==> config.mk <==
export PLATFORM = sky130hd
export DESIGN_NAME = hilo_muldiv_ctrl
export DESIGN_NICKNAME = d
export VERILOG_FILES = /design/src/rtl/hilo_muldiv_ctrl.sv
export SDC_FILE = /design/constraint.sdc
export NUM_CORES = 1
export LEC_CHECK = 0
export CAP_MARGIN = 25
export CELL_PAD_IN_SITES_DETAIL_PLACEMENT = 0
export CELL_PAD_IN_SITES_GLOBAL_PLACEMENT = 1
export CORE_MARGIN = 2
export CORE_UTILIZATION = 35
export CTS_CLUSTER_DIAMETER = 80
export DETAILED_ROUTE_END_ITERATION = 16
export DONT_BUFFER_PORTS = 1
export PLACE_DENSITY = 0.73
export SLEW_MARGIN = 20
export SYNTH_ARGS = -nofsm -noshare
export SYNTH_HDL_FRONTEND = slang
export SYNTH_SLANG_ARGS = --single-unit
==> constraint.sdc <==
create_clock -name clk -period 7.95 [get_ports clk]
set_clock_uncertainty 0.1 [all_clocks]
set_input_delay 1.59 -clock clk [delete_from_list [all_inputs] [get_ports clk]]
set_output_delay 1.59 -clock clk [all_outputs]
set_load 0.01 [all_outputs]
==> src/rtl/hilo_muldiv_ctrl.sv <==
// Iterative MULT/MULTU/DIV/DIVU sequencer that owns the HI/LO register pair.
// Runs one shift-add or restoring-divide iteration per cycle, then sign-fixes into HI/LO.
module hilo_muldiv_ctrl #(
    parameter int WIDTH = 32
) (
    input  logic             clk,
    input  logic             rst,
    input  logic             start,
    input  logic [1:0]       op,
    input  logic [WIDTH-1:0] src_a,
    input  logic [WIDTH-1:0] src_b,
    input  logic             mthi,
    input  logic             mtlo,
    input  logic             hilo_rd,
    output logic             busy,
    output logic             done,
    output logic             stall,
    output logic [WIDTH-1:0] hi,
    output logic [WIDTH-1:0] lo
);

    localparam int CW = (WIDTH > 1) ? $clog2(WIDTH) : 1;
    localparam logic [CW-1:0] LAST = CW'(WIDTH - 1);

    typedef enum logic [1:0] {IDLE, RUN, FIX} state_t;

    state_t state, state_nxt;

    logic [1:0]         op_q;
    logic               neg_q;
    logic               rem_neg_q;
    logic               b_zero_q;
    logic [WIDTH-1:0]   a_raw_q;
    logic [WIDTH-1:0]   b_mag_q;
    logic [2*WIDTH-1:0] acc_q;
    logic [CW-1:0]      cnt_q;

    // op[0]=0 selects the signed variants; op[1]=1 selects divide.
    logic             is_signed;
    logic [WIDTH-1:0] a_abs;
    logic [WIDTH-1:0] b_abs;

    assign is_signed = ~op[0];
    assign a_abs     = (is_signed && src_a[WIDTH-1]) ? -src_a : src_a;
    assign b_abs     = (is_signed && src_b[WIDTH-1]) ? -src_b : src_b;

    logic [WIDTH:0]     mul_sum;
    logic [2*WIDTH-1:0] mul_nxt;
    logic [WIDTH:0]     div_shift;
    logic [WIDTH+1:0]   div_diff;
    logic [2*WIDTH-1:0] div_nxt;

    // acc holds {partial_hi, multiplier} for multiply and {remainder, quotient} for divide.
    assign mul_sum   = {1'b0, acc_q[2*WIDTH-1:WIDTH]} + {1'b0, (acc_q[0] ? b_mag_q : '0)};
    assign mul_nxt   = {mul_sum, acc_q[WIDTH-1:1]};
    assign div_shift = {acc_q[2*WIDTH-1:WIDTH], acc_q[WIDTH-1]};
    assign div_diff  = {1'b0, div_shift} - {2'b00, b_mag_q};
    assign div_nxt   = div_diff[WIDTH+1] ? {div_shift[WIDTH-1:0], acc_q[WIDTH-2:0], 1'b0}
                                         : {div_diff[WIDTH-1:0],  acc_q[WIDTH-2:0], 1'b1};

    logic [WIDTH-1:0] fix_hi;
    logic [WIDTH-1:0] fix_lo;

    // NOTE: every always_comb output gets a default first so no path can infer a latch.
    always_comb begin
        fix_hi = '0;
        fix_lo = '0;
        if (!op_q[1]) begin
            {fix_hi, fix_lo} = neg_q ? -acc_q : acc_q;
        end else if (b_zero_q) begin
            fix_hi = a_raw_q;
            fix_lo = '1;
        end else begin
            fix_lo = neg_q     ? -acc_q[WIDTH-1:0]       : acc_q[WIDTH-1:0];
            fix_hi = rem_neg_q ? -acc_q[2*WIDTH-1:WIDTH] : acc_q[2*WIDTH-1:WIDTH];
        end
    end

    always_comb begin
        state_nxt = state;
        unique case (state)
            IDLE:    if (start) state_nxt = RUN;
            RUN:     if (cnt_q == LAST) state_nxt = FIX;
            FIX:     state_nxt = IDLE;
            default: state_nxt = IDLE;
        endcase
    end

    // NOTE: sequential state uses non-blocking assignments so every flop samples pre-edge values.
    always_ff @(posedge clk or posedge rst) begin
        if (rst) state <= IDLE;
        else     state <= state_nxt;
    end

    always_ff @(posedge clk or posedge rst) begin
        if (rst) begin
            op_q      <= '0;
            neg_q     <= 1'b0;
            rem_neg_q <= 1'b0;
            b_zero_q  <= 1'b0;
            a_raw_q   <= '0;
            b_mag_q   <= '0;
            acc_q     <= '0;
            cnt_q     <= '0;
            hi        <= '0;
            lo        <= '0;
            done      <= 1'b0;
        end else begin
            done <= (state == FIX);
            unique case (state)
                IDLE: begin
                    if (start) begin
                        op_q      <= op;
                        neg_q     <= is_signed & (src_a[WIDTH-1] ^ src_b[WIDTH-1]);
                        rem_neg_q <= is_signed & src_a[WIDTH-1];
                        b_zero_q  <= (src_b == '0);
                        a_raw_q   <= src_a;
                        b_mag_q   <= b_abs;
                        acc_q     <= {{WIDTH{1'b0}}, a_abs};
                        cnt_q     <= '0;
                    end else begin
                        if (mthi) hi <= src_a;
                        if (mtlo) lo <= src_a;
                    end
                end
                RUN: begin
                    acc_q <= op_q[1] ? div_nxt : mul_nxt;
                    cnt_q <= cnt_q + CW'(1);
                end
                FIX: begin
                    hi <= fix_hi;
                    lo <= fix_lo;
                end
                default: ;
            endcase
        end
    end

    assign busy  = (state != IDLE);
    assign stall = busy & (start | hilo_rd | mthi | mtlo);

endmodule

# Word-level counts from Yosys, hierarchy flattened

Cells that the tools add are included.

Flip-flop bits (word level): 205
Input port bits: 72
Output and inout port bits: 67

Add/sub/neg operators: 8
Equality and inequality tests: 8
Multiplexer cells: 25
Bitwise operators: 8
Reduce and logical (&&, ||, !) cells: 12

Operators by type and width:

| operator                                                              | count |
|---|---|
| 32-bit two-way mux                                                    | 13 |
| 64-bit two-way mux                                                    | 4 |
| 32-bit negation                                                       | 4 |
| 32-bit case mux with 2 select lines                                   | 2 |
| 64-bit case mux with 2 select lines                                   | 1 |
| 64-bit negation                                                       | 1 |
| 33-bit by 32-bit subtractor with 34-bit output                        | 1 |
| 32-bit by 32-bit adder with 33-bit output                             | 1 |
| 32-bit zero test                                                      | 1 |
| 2-bit inequality test, second input constant                          | 5 |
| 5-bit case mux with 2 select lines                                    | 1 |
| 2-bit AND reduction                                                   | 3 |
| 3-bit AND reduction                                                   | 2 |
| 2-bit nonzero test                                                    | 3 |
| 5-bit by 1-bit adder with 5-bit output, second input constant         | 1 |
| 5-bit equality test, second input constant                            | 1 |
| 5-bit two-way mux                                                     | 1 |
| 2-bit two-way mux                                                     | 2 |
| 2-bit case mux with 2 select lines                                    | 1 |
| 1-bit bitwise AND                                                     | 3 |
| 1-bit OR                                                              | 3 |
| 2-bit by 1-bit equality test with 1-bit output, second input constant | 1 |
| 2-bit equality test, second input constant                            | 1 |
| 1-bit logical AND                                                     | 2 |
| other kinds (3)                                                       | 3 |

# Longest topological paths before layout

Depth in word-level cells: 5
Mapped depth: 15

# Least setup slack after synthesis

Ideal clock, no wire load.

Path kind: in2reg
From: in src_a[4]
To: reg acc_q[29]
Library setup time: 136 ps
Arrival: 4134 ps
Data required time: 7714 ps
Slack: 3580 ps
Cell stages on the path: 11
Path buffers: 1
Cell sequence: clkbuf_1 -> or4_1 -> nor4b_1 -> or3b_1 -> or2_2 -> nor3b_2 -> a21oi_1 -> xnor2_1 -> nand2_1 -> o211ai_1 -> o21ai_0

Cells in the longest elaborated chain, start to end: 4

Ends and longest elaborated chain:

| what                                | RTL line | text |
|---|---|---|
| start: declaration                  | 10       | `input logic [WIDTH-1:0] src_a,` |
| 32-bit negation                     | 44       | `assign a_abs = (is_signed && src_a[WIDTH-1]) ? -src_a : src_a;` |
| 32-bit two-way mux                  | 44       |  |
| 64-bit two-way mux                  | 112      | `if (start) begin` |
| 64-bit case mux with 2 select lines | 110      | `unique case (state)` |
| end signal: assignment              | 119      | `acc_q <= {{WIDTH{1'b0}}, a_abs};` |
| end signal: assignment              | 127      | `acc_q <= op_q[1] ? div_nxt : mul_nxt;` |
| end: declaration                    | 35       | `logic [2*WIDTH-1:0] acc_q;` |

No other way between the ends. The select of a mux whose other input is x is not followed.
A chain may end at the register's enable or synchronous reset.

# Worst setup path after layout

From: reg acc_q[31]
To: reg acc_q[58]

Cells in the longest elaborated chain, start to end: 4

Ends and longest elaborated chain:

| what                                           | RTL line | text |
|---|---|---|
| 33-bit by 32-bit subtractor with 34-bit output | 57       | `assign div_diff = {1'b0, div_shift} - {2'b00, b_mag_q};` |
| 64-bit two-way mux                             | 58       | `assign div_nxt = div_diff[WIDTH+1] ? {div_shift[WIDTH-1:0], acc_q[WIDTH-2:0], 1'b0}` |
| 64-bit two-way mux                             | 127      |  |
| 64-bit case mux with 2 select lines            | 110      |  |

No other way between the ends.

==> out/qor.yml <==
worst_setup_path:
  ff2ff_setup_slack_ns: 3.52
  worst_ep_required_time_ns: 8.29
  arrival_ns: 4.78
  critPathBufInv: 2
  crit_type: "reg2reg"
  max_stage_delay_ns: 0.57
  end_kind: "flop"
  path_cells: "inv_1 > ha_1 > inv_1 > fa_1 > a211oi_1 > o21ai_0 > a211oi_1 > o2111ai_1 > a21oi_1 > o211ai_1 > a31oi_1 > xor2_1 > o21ai_0 > a221o_1"
  crit_path_top_delay_cell: "a211oi_1"
  cp_top_family: "compound AO/OA/AOI/OAI gates"
  start_kind: "flop"
  cp_max_fo: 6
clocking:
  clk_transition_reported_paths_ns: 0.06
  cts_tree: "built"
  insertion_delay_ns: 0.58
  h-tree-depth: 1
  clockRootBuffer: "clkbuf_16"
  postCtsHoldBufs: 0
  post_cts.repair.setup_buffers: 0
  cts_resized: 0
  cts_buffers: 27
  clock_path_buffers: 3
  cts_sinks: 204
final_layout:
  multi_input_area_um2: 10400
  nFillCells: 4832
  syn2layout_area_growth_pct: 7.73
  nets: 2147
  diodes: 0
  regArea_um2: 5110
  drive_above_1_share_pct: 4.90
  post-route-util_pct: 37.9
routing:
  drt_wl_total_mm: 55.2
  firstDrtPassIters: 5
  drtAntennaViolNets: 0
  drt_iter0_drc: 1136
  avgViaCountPerCell: 5.76
  drc: 0
  route.vias.total: 15100
  routedWlPerCell_um: 21.0
grt:
  grt.overflow.total: 0
  use_met1_pct: 30.5
  antenna_found_initial: 1
  gr-max-usage-layer: "met2"
  grt_max_degree: 88
  grt_pass1_wl_mm: 85.5
  globalRouteMet2Util_pct: 36.5
  grt_usage_pct: 22.6
  grt_pass1_vias: 14600
  use_met3_pct: 3.86
timing:
  rsz0062_at_grt: "false"
  setup_ws_ns: 3.52
  finalSetupViolations: 0
  setup_tns_ns: 0
  finalCriticalPeriod_ns: 4.43
  fmaxAchievable_mhz: 226
  relSlewSlack_pct: 35.1
  drv_slew: 0
  tightest_slew_ns: 0.973
  fin_crit_sh_pct: 55.8
  hold_viol: 0
  hold_ws_ns: 0.375
synth:
  synth_seq_cells: 204
  seq_area_frac_synth_pct: 31.4
  syn_avg_cell_area_um2: 7.73
  synth_nets: 2250
  post-synth-top-count-cell: "nand2_1"
  synthArstFlopShare_pct: 100
  synthTopCellsByArea: "dfrtp_1 (31%), nand2_1 (7.4%), o21ai_0 (7.2%), xnor2_1 (5.8%), ha_1 (5.4%)"
  netlist_instances: 2106
  mappedNetlistArea_um2: 16300
  synthTopCellsByCount: "nand2_1 (320), o21ai_0 (235), dfrtp_1 (204)"
  yosys.area.top_type: "dfrtp_1"
  ys.flop_type: "dfrtp_1"
  yosysTopAreaCellShare_pct: 31.4
  ys_warn_count: 0
  synth_edf_count: 0
  yosysUniqueCellTypes: 74
place:
  numPortBuffers: 0
  hpwlAfterDp_mm: 41.0
  pre_cts_slack_ns: 3.18
  place_congestion: 0.931
run_status:
  status: "completed"
die:
  floorplan.rows: 79
  pin_count: 139
  start_util_pct: 35.2
  coreArea_um2: 46300
  design.die.area_um2: 48200
  die_x_um: 220
  die_y_um: 220
power:
  ir_worst_vdd_mv: 0.249
  power-per-cell-area_nw_per_um2: 498
  p_leak_nw: 7.20
run:
  maxCapViolations: 0
min_path:
  hold_class: "reg2reg"
## logic make-up (layout without fill, tap and decap cells)
logic type / after synthesis / count (layout) / synth area share [%]
AO/OA/AOI/OAI: 678 / 678 / 25.5
XOR/XNOR: 170 / 170 / 9.15
adder cells (fa/ha/maj): 72 / 72 / 5.63
buffers and inverters: 222 / 137 / 5.20
flip-flops: 204 / 204 / 31.4
multiplexers: 55 / 55 / 3.44
AND/OR/NAND/NOR: 705 / 705 / 19.7
## metal layers
layer  vias up  routed length [um]  part of all wire (%)
met4         2                1950                   3.5
met1      7218               24500                    44
met3        88                3750                   6.8
met5         -                  14                 0.025
li1       7329                   -                     -
met2       508               25000                    45
## placed cells by master (no fill, tap or decap), drive strengths merged, types with 43 or more instances in the layout
cell | netlist | layout
dfrtp | 204 | 204
a21oi | 153 | 153
o21ai | 241 | 241
nand2 | 320 | 320
nor3 | 43 | 43
o22ai | 48 | 48
ha | 70 | 70
xnor2 | 108 | 108
inv | 67 | 69
mux2i | 48 | 48
xor2 | 62 | 62
nor2 | 161 | 161
## report_power, final
part | switching, mW | leakage (nW) | internal (mW) | total (mW)
clock | 0.488 | 0.428 | 0.728 | 1.22
sequential | 0.834 | 2.50 | 1.56 | 2.39
combinational | 3.03 | 4.28 | 2.08 | 5.12
total | 4.36 | 7.20 | 4.37 | 8.72
## final cells by class
type                            instances  area share [%]
Clock buffer                           38            4.32
Clock inverter                          9           0.685
Timing Repair Buffer                   22           0.942
Sequential cell                       204            29.2
Multi-Input combinational cell       1680            59.1
Inverter                               68            1.50
Tap cell                              607            4.33
## final timing paths
path | from | end | depth (start not counted)
hold reg to reg | a_raw_q[28] | a_raw_q[28] | 2
setup reg to reg | acc_q[31] | acc_q[58] | 14
setup / recovery | acc_q[31] | acc_q[58] | 14
max in group asynchronous | rst | op_q[1] | 2
hold / removal | a_raw_q[28] | a_raw_q[28] | 2
min in group asynchronous | rst | hi[14] | 1
## worst reg2reg max path, delay by kind of cell (launching register included)
family | cells | cell delay, ns
buffers and inverters | 2 | 0.26
AO/OA/AOI/OAI | 9 | 2.72
XOR/XNOR | 1 | 0.15
flip-flops | 1 | 0.45
adder cells (fa/ha/maj) | 2 | 0.63
## flip-flops by register name, summed over array words and instances, names as in the netlist
signal and count:
a_raw_q 32, acc_q 64, b_mag_q 32, b_zero_q 1, cnt_q 5, done 1
hi 32, lo 32, neg_q 1, op_q 1, rem_neg_q 1, state 2
## through the flow
| stage | total power [mW] | cell area [um2] | std cells |
|---|---|---|---|
| 2_1_floorplan | 6.11 | 16300 | 2106 |
| 3_3_place_gp | 7.39 | 16600 | 2580 |
| 3_5_place_dp | 7.46 | 16600 | 2580 |
| 4_1_cts | 8.71 | 17500 | 2627 |
| 5_1_grt | 9.48 | 17500 | 2628 |
| 6_report | 8.72 | 17500 | 2628 |
Note: power is estimated with default switching activity, not from simulation.
